$ cat src/rtl/fir_mac_if.sv
`default_nettype none
// +--------------------------------------------------------------------------+
// | fir_mac_if                                                               |
// | Sample stream, sample RAM, coefficient ROM, ALU and result port bundle.  |
// | Revision: 1.0                                                            |
// +--------------------------------------------------------------------------+
interface fir_mac_if #(
   parameter int NTAPS = 64,
   parameter int DW    = 16,
   parameter int ACCW  = 32
);
   localparam int AW = $clog2(NTAPS);

   logic                   in_valid;
   logic                   in_ready;
   logic signed [DW-1:0]   in_data;
   logic                   clr;
   logic                   smp_we;
   logic [AW-1:0]          smp_waddr;
   logic [DW-1:0]          smp_wdata;
   logic [AW-1:0]          smp_raddr;
   logic [AW-1:0]          coef_addr;
   logic [1:0]             alu_op_code;
   logic signed [ACCW-1:0] alu_result;
   logic signed [ACCW-1:0] alu_prev_acc;
   logic                   out_valid;
   logic                   out_ready;
   logic signed [ACCW-1:0] out_data;
   logic                   busy;

   modport master (
      input  in_valid, in_data, clr, alu_result, out_ready,
      output in_ready, smp_we, smp_waddr, smp_wdata, smp_raddr, coef_addr,
             alu_op_code, alu_prev_acc, out_valid, out_data, busy
   );

   modport slave (
      output in_valid, in_data, clr, alu_result, out_ready,
      input  in_ready, smp_we, smp_waddr, smp_wdata, smp_raddr, coef_addr,
             alu_op_code, alu_prev_acc, out_valid, out_data, busy
   );
endinterface
`default_nettype wire

$ cat src/rtl/fir_mac_ctrl.sv
`default_nettype none
// +--------------------------------------------------------------------------+
// | fir_mac_ctrl                                                             |
// | Sequencer for a single-MAC FIR: delay-line RAM, coefficient ROM, ALU.    |
// | Optional macro FIR_SAT_EN: shift/saturate the result to DW bits.         |
// | Revision: 1.0                                                            |
// +--------------------------------------------------------------------------+
module fir_mac_ctrl #(
   parameter int NTAPS = 64,
   parameter int DW    = 16,
   parameter int ACCW  = 32
) (
   input  logic      clk,
   input  logic      rst_n,
   fir_mac_if.master bus
);
   localparam int            AW       = $clog2(NTAPS);
   localparam logic [AW-1:0] LAST_IDX = AW'(NTAPS - 1);
   localparam logic [1:0]    OP_RST   = 2'b00;
   localparam logic [1:0]    OP_MUL   = 2'b01;
   localparam logic [1:0]    OP_MAC   = 2'b10;

   typedef enum logic [2:0] {
      S_INIT  = 3'd0,
      S_IDLE  = 3'd1,
      S_MAC   = 3'd2,
      S_DRAIN = 3'd3,
      S_OUT   = 3'd4
   } state_t;

   state_t                 state_q, state_d;
   logic [AW-1:0]          cnt_q, cnt_d;
   logic [AW-1:0]          wr_ptr_q, wr_ptr_d;
   logic [AW-1:0]          newest_q, newest_d;
   logic [AW-1:0]          k_q, k_d;
   logic signed [ACCW-1:0] out_data_q, out_data_d;
   logic signed [ACCW-1:0] result_fmt;

   logic                   in_ready_c;
   logic                   smp_we_c;
   logic [AW-1:0]          smp_waddr_c;
   logic [DW-1:0]          smp_wdata_c;
   logic [AW-1:0]          smp_raddr_c;
   logic [AW-1:0]          coef_addr_c;
   logic [1:0]             alu_op_c;

`ifdef FIR_SAT_EN
   localparam logic signed [ACCW-1:0] SAT_MAX = {{(ACCW-DW+1){1'b0}}, {(DW-1){1'b1}}};
   localparam logic signed [ACCW-1:0] SAT_MIN = {{(ACCW-DW+1){1'b1}}, {(DW-1){1'b0}}};
   logic signed [ACCW-1:0] shifted;

   always_comb begin
      shifted = $signed(bus.alu_result) >>> (DW - 1);
      if (shifted > SAT_MAX) begin
         result_fmt = SAT_MAX;
      end else if (shifted < SAT_MIN) begin
         result_fmt = SAT_MIN;
      end else begin
         result_fmt = shifted;
      end
   end
`else
   assign result_fmt = bus.alu_result;
`endif

   always_ff @(posedge clk or negedge rst_n) begin
      if (!rst_n) begin
         state_q    <= S_INIT;
         cnt_q      <= '0;
         wr_ptr_q   <= '0;
         newest_q   <= '0;
         k_q        <= '0;
         out_data_q <= '0;
      end else begin
         state_q    <= state_d;
         cnt_q      <= cnt_d;
         wr_ptr_q   <= wr_ptr_d;
         newest_q   <= newest_d;
         k_q        <= k_d;
         out_data_q <= out_data_d;
      end
   end

   always_comb begin
      state_d     = state_q;
      cnt_d       = cnt_q;
      wr_ptr_d    = wr_ptr_q;
      newest_d    = newest_q;
      k_d         = k_q;
      out_data_d  = out_data_q;
      in_ready_c  = 1'b0;
      smp_we_c    = 1'b0;
      smp_waddr_c = '0;
      smp_wdata_c = '0;
      smp_raddr_c = '0;
      coef_addr_c = '0;
      alu_op_c    = OP_RST;

      case (state_q)
         S_INIT: begin
            smp_we_c    = 1'b1;
            smp_waddr_c = cnt_q;
            if (cnt_q == LAST_IDX) begin
               cnt_d    = '0;
               wr_ptr_d = '0;
               state_d  = S_IDLE;
            end else begin
               cnt_d = cnt_q + 1'b1;
            end
         end
         S_IDLE: begin
            in_ready_c = !bus.clr;
            if (bus.clr) begin
               cnt_d   = '0;
               state_d = S_INIT;
            end else if (bus.in_valid) begin
               smp_we_c    = 1'b1;
               smp_waddr_c = wr_ptr_q;
               smp_wdata_c = bus.in_data;
               newest_d    = wr_ptr_q;
               wr_ptr_d    = wr_ptr_q + 1'b1;
               k_d         = '0;
               state_d     = S_MAC;
            end
         end
         S_MAC: begin
            // Newest sample pairs with h[0]; AW-bit subtraction wraps the delay line.
            coef_addr_c = k_q;
            smp_raddr_c = newest_q - k_q;
            alu_op_c    = (k_q == '0) ? OP_MUL : OP_MAC;
            if (k_q == LAST_IDX) begin
               state_d = S_DRAIN;
            end else begin
               k_d = k_q + 1'b1;
            end
         end
         S_DRAIN: begin
            out_data_d = result_fmt;
            state_d    = S_OUT;
         end
         S_OUT: begin
            if (bus.out_ready) begin
               state_d = S_IDLE;
            end
         end
         default: state_d = S_INIT;
      endcase
   end

   // Every output is held at zero while reset is asserted.
   assign bus.in_ready     = rst_n & in_ready_c;
   assign bus.smp_we       = rst_n & smp_we_c;
   assign bus.smp_waddr    = rst_n ? smp_waddr_c : '0;
   assign bus.smp_wdata    = rst_n ? smp_wdata_c : '0;
   assign bus.smp_raddr    = rst_n ? smp_raddr_c : '0;
   assign bus.coef_addr    = rst_n ? coef_addr_c : '0;
   assign bus.alu_op_code  = rst_n ? alu_op_c : OP_RST;
   assign bus.alu_prev_acc = rst_n ? bus.alu_result : '0;
   assign bus.out_valid    = rst_n & (state_q == S_OUT);
   assign bus.out_data     = rst_n ? out_data_q : '0;
   assign bus.busy         = rst_n & (state_q != S_IDLE);
endmodule
`default_nettype wire

$ cat src/flat_wrapper.sv
// flat-port wrapper written by rule: the top's interface ports become plain ports
module fir_mac_ctrl_flat 
#(
   parameter int NTAPS = 64,
   parameter int DW    = 16,
   parameter int ACCW  = 32
)
  (clk, rst_n, bus_in_valid, bus_in_data, bus_clr, bus_alu_result, bus_out_ready, bus_in_ready, bus_smp_we, bus_smp_waddr, bus_smp_wdata, bus_smp_raddr, bus_coef_addr, bus_alu_op_code, bus_alu_prev_acc, bus_out_valid, bus_out_data, bus_busy);
  fir_mac_if #(.NTAPS(NTAPS), .DW(DW), .ACCW(ACCW)) bus_i ();
  input  logic clk;
  input  logic rst_n;
  input wire logic [$bits(bus_i.in_valid)-1:0] bus_in_valid;
  input wire logic [$bits(bus_i.in_data)-1:0] bus_in_data;
  input wire logic [$bits(bus_i.clr)-1:0] bus_clr;
  input wire logic [$bits(bus_i.alu_result)-1:0] bus_alu_result;
  input wire logic [$bits(bus_i.out_ready)-1:0] bus_out_ready;
  output wire logic [$bits(bus_i.in_ready)-1:0] bus_in_ready;
  output wire logic [$bits(bus_i.smp_we)-1:0] bus_smp_we;
  output wire logic [$bits(bus_i.smp_waddr)-1:0] bus_smp_waddr;
  output wire logic [$bits(bus_i.smp_wdata)-1:0] bus_smp_wdata;
  output wire logic [$bits(bus_i.smp_raddr)-1:0] bus_smp_raddr;
  output wire logic [$bits(bus_i.coef_addr)-1:0] bus_coef_addr;
  output wire logic [$bits(bus_i.alu_op_code)-1:0] bus_alu_op_code;
  output wire logic [$bits(bus_i.alu_prev_acc)-1:0] bus_alu_prev_acc;
  output wire logic [$bits(bus_i.out_valid)-1:0] bus_out_valid;
  output wire logic [$bits(bus_i.out_data)-1:0] bus_out_data;
  output wire logic [$bits(bus_i.busy)-1:0] bus_busy;
  assign bus_i.in_valid = bus_in_valid;
  assign bus_i.in_data = bus_in_data;
  assign bus_i.clr = bus_clr;
  assign bus_i.alu_result = bus_alu_result;
  assign bus_i.out_ready = bus_out_ready;
  assign bus_in_ready = bus_i.in_ready;
  assign bus_smp_we = bus_i.smp_we;
  assign bus_smp_waddr = bus_i.smp_waddr;
  assign bus_smp_wdata = bus_i.smp_wdata;
  assign bus_smp_raddr = bus_i.smp_raddr;
  assign bus_coef_addr = bus_i.coef_addr;
  assign bus_alu_op_code = bus_i.alu_op_code;
  assign bus_alu_prev_acc = bus_i.alu_prev_acc;
  assign bus_out_valid = bus_i.out_valid;
  assign bus_out_data = bus_i.out_data;
  assign bus_busy = bus_i.busy;
  fir_mac_ctrl #(.NTAPS(NTAPS), .DW(DW), .ACCW(ACCW)) u_core (.clk(clk), .rst_n(rst_n), .bus(bus_i));
endmodule
$ cat config.mk
export PLATFORM = sky130hd
export DESIGN_NAME = fir_mac_ctrl_flat
export DESIGN_NICKNAME = d
export VERILOG_FILES = /design/src/rtl/fir_mac_if.sv /design/src/rtl/fir_mac_ctrl.sv /design/src/flat_wrapper.sv
export SDC_FILE = /design/constraint.sdc
export NUM_CORES = 1
export LEC_CHECK = 0
export BUFFER_PORTS_ARGS = -buffer_cell sky130_fd_sc_hd__buf_2
export CORE_ASPECT_RATIO = 1.2
export CORE_MARGIN = 1.5
export CORE_UTILIZATION = 51
export DETAILED_ROUTE_END_ITERATION = 10
export GPL_TIMING_DRIVEN = 1
export PLACE_DENSITY = 0.9
export RECOVER_POWER = 50
export SETUP_SLACK_MARGIN = 0.02
export SLEW_MARGIN = 25
export SYNTH_ARGS = -nofsm -noshare
export SYNTH_HDL_FRONTEND = slang
export SYNTH_SLANG_ARGS = --single-unit
$ cat constraint.sdc
create_clock -name clk -period 3.62 [get_ports clk]
set_clock_uncertainty 0.15 [all_clocks]
set_input_delay 0.362 -clock clk [delete_from_list [all_inputs] [get_ports clk]]
set_output_delay 0.362 -clock clk [all_outputs]
set_load 0.01 [all_outputs]
==> flow_metrics.py <==
metrics = {
    "run_status": {
        "status": "finished, violations left",
        "failed_checks": "max-capacitance violations, max-slew violations",
    },
    "grt": {
        "grt_pass1_vias": 3151,
        "grt_overflow": 0,
        "antenna_found_initial": 0,
        "grt_start_max_net_pins": 75,
        "grt_pass1_wl_microns": 14800,
        "grt_usage_pct": 26.1,
    },
    "place": {
        "portBuffers": 156,
        "hpwlAfterDp_microns": 7160,
        "gp_congestion": 0.932,
        "dp.cells": 593,
    },
    "cts": {
        "path_clk_slew_ns": 0.07,
        "clock_sinks": 59,
        "cts_tree": "yes",
        "cts_setup_buffers": 0,
        "h-tree-depth": 3,
        "root_buffer": "clkbuf_8",
        "numCtsBuffers": 9,
        "cts_hold_buf": 1,
        "cts_resized": 0,
        "ctsLongestPathBuffers": 2,
        "clock_latency_ns": 0.33,
    },
    "route": {
        "routed_wl_microns": 9450,
        "drtPass1Iterations": 4,
        "vias_per_cell": 5.40,
        "vias": 3296,
        "first_iter_violations": 198,
        "routedWlPerCell_microns": 15.5,
        "route.detailed.drc": 0,
        "detail-route-antenna-nets": 0,
    },
    "cells_and_area": {
        "fill_cells": 533,
        "areaGrowthSynthToFinish_pct": 29.7,
        "final_common_cell": "buf_2",
        "num_antenna_cells": 0,
        "drive_gt1_share_pct": 33.1,
        "layoutNonFillerInstCount": 610,
        "layout_common_cells": "buf_2, and2_1, dfrtp_1",
        "multi_input_area_sq_mm": 0.00188,
        "finalNetCount": 583,
        "layout.area.seq_sq_mm": 0.00148,
    },
    "floorplan": {
        "rows": 32,
        "design.die.area_sq_mm": 0.00740,
        "die_w_microns": 78.8,
        "core_region_area_sq_mm": 0.00657,
        "chipHeight_microns": 94.0,
        "initial_core_util_pct": 53.5,
        "io_pins": 157,
    },
    "pwr": {
        "peakVddDrop_mv": 0.268,
        "p_total_mw": 2.38,
        "p_leak_nw": 2.42,
        "pwr_density_cell_mw_per_mm2": 521,
    },
    "logic_synthesis": {
        "syn_avg_cell_area_sq_um": 9.48,
        "seq_area_frac_synth_pct": 42.0,
        "synth-edff-count": 0,
        "syn_area_sq_mm": 0.00352,
        "synth_warnings": 0,
        "syn_inst": 371,
        "synth_fp_nets": 434,
        "ys_ff_latch": 59,
        "synth-main-ff-cell": "dfrtp_1",
        "async_flop_share_pct": 100,
        "synth.distinct_cells": 49,
    },
    "timing": {
        "drv_slew": 34,
        "fin_tns_setup_ns": 0,
        "tightestPinTransition_ns": 1.59,
        "setup_viol": 0,
        "fin_hold_ws_ns": 0.0990,
        "period_needed_ns": 3.00,
        "maxSlewHeadroom_pct": -6.40,
        "max_freq_mhz": 333,
        "hold_viol": 0,
        "rsz0062_at_grt": "false",
        "fin_crit_sh_pct": 82.9,
    },
    "setup_path": {
        "crit_slowest_cell": "nor4b_1",
        "worst_ep_arrival_time_ns": 2.49,
        "crit_path_max_fanout": 25,
        "slowest_delay_ns": 0.53,
        "worstSetupPathType": "reg -> out",
        "crit_path_cell_trace": "nor4b_1, and2_0, buf_4, and3_1, buf_2",
        "end_kind": "output pin",
        "crit_required_ns": 3.11,
        "crit_path_start_kind": "flip-flop",
    },
    "flow_run": {
        "maxCapViolCount": 1,
    },
    "hold_path": {
        "worstHoldPathType": "in -> reg",
    },
}
through the flow:
step / utilization [%] / cell area, sq um / setup slack (ns)
finish: 69.4 / 4560 / 0.619
detailed placement: 65.9 / 4330 / 1.20
floorplan: - / 3520 / 1.51
global placement: 65.9 / 4330 / 1.30
CTS: 69.8 / 4580 / 0.752
global route: 69.4 / 4560 / 0.370
power by group:
part	switching [mW]	total, mW	leakage (nW)	internal, mW
combinational	0.402	0.722	1.57	0.320
sequential	0.133	0.912	0.724	0.780
clock	0.266	0.743	0.123	0.477
sequential cells by signal, indices dropped and copies added (netlist names):
name	count
u_core.cnt_q	6
u_core.wr_ptr_q	6
u_core.out_data_q	32
u_core.newest_q	6
u_core.k_q	6
u_core.state_q	3
critical path, delay by kind of cell (launching register included):
kind	cells	cell delay (ns)
and+or+nand+nor	3	1.17
buffers and inverters	2	0.46
DFF	1	0.52
synth_stat cells, types with 8 or more instances:
cell type	count	area, sq um
and2_1	66	413
dfrtp_1	59	1480
nand2_1	33	124
mux2_1	32	360
and3_1	20	125
nor2_1	18	67.6
a21oi_1	17	85.1
clkbuf_1	12	45.0
inv_1	10	37.5
ha_1	9	113
nand3_1	9	45.0
a31oi_1	8	50.1
o21ai_1	8	40.0
kinds of logic after synthesis:
group,share of synthesized area [%]
XOR/XNOR,0.747
buffers and inverters,3.99
adder cells (fa/ha/maj),3.77
AND/OR/NAND/NOR,29.3
multiplexers,10.5
flip-flops,42.0
AO/OA/AOI/OAI,9.64
path summary, 6_finish.rpt:
check / start / endpoint / slack (ns) / cells past startpoint
worst max-delay path: u_core.state_q[2] / bus_smp_wdata[8] / 0.62 / 5
min in group asynchronous: rst_n / u_core.newest_q[3] / 0.34 / 2
worst min register to register: u_core.out_data_q[5] / u_core.out_data_q[5] / 0.33 / 1
worst min-delay path: bus_alu_result[14] / u_core.out_data_q[14] / 0.1 / 2
worst max register to register: u_core.state_q[2] / u_core.out_data_q[10] / 0.85 / 2
max in group asynchronous: rst_n / u_core.state_q[0] / 2.02 / 3
per-layer routing:
layer | wire [microns] | vias to the layer above | global-route usage [%] | part of all wire, %
li1 | - | 1573 | - | -
met3 | 610 | 19 | 4.17 | 6.5
met5 | 0 | - | 0 | 0
met1 | 3530 | 1554 | 29.7 | 37
met2 | 5070 | 150 | 46.1 | 54
met4 | 235 | 0 | 14.6 | 2.5
layout make-up:
class                           instances  share of cell area (%)
Inverter                               10                   0.823
Tap cell                               85                    2.33
Timing Repair Buffer                  160                    17.8
Clock inverter                          6                    2.44
Clock buffer                           10                    3.02
Multi-Input combinational cell        280                    41.2
Sequential cell                        59                    32.4
Note: power is estimated with default switching activity, not from simulation.
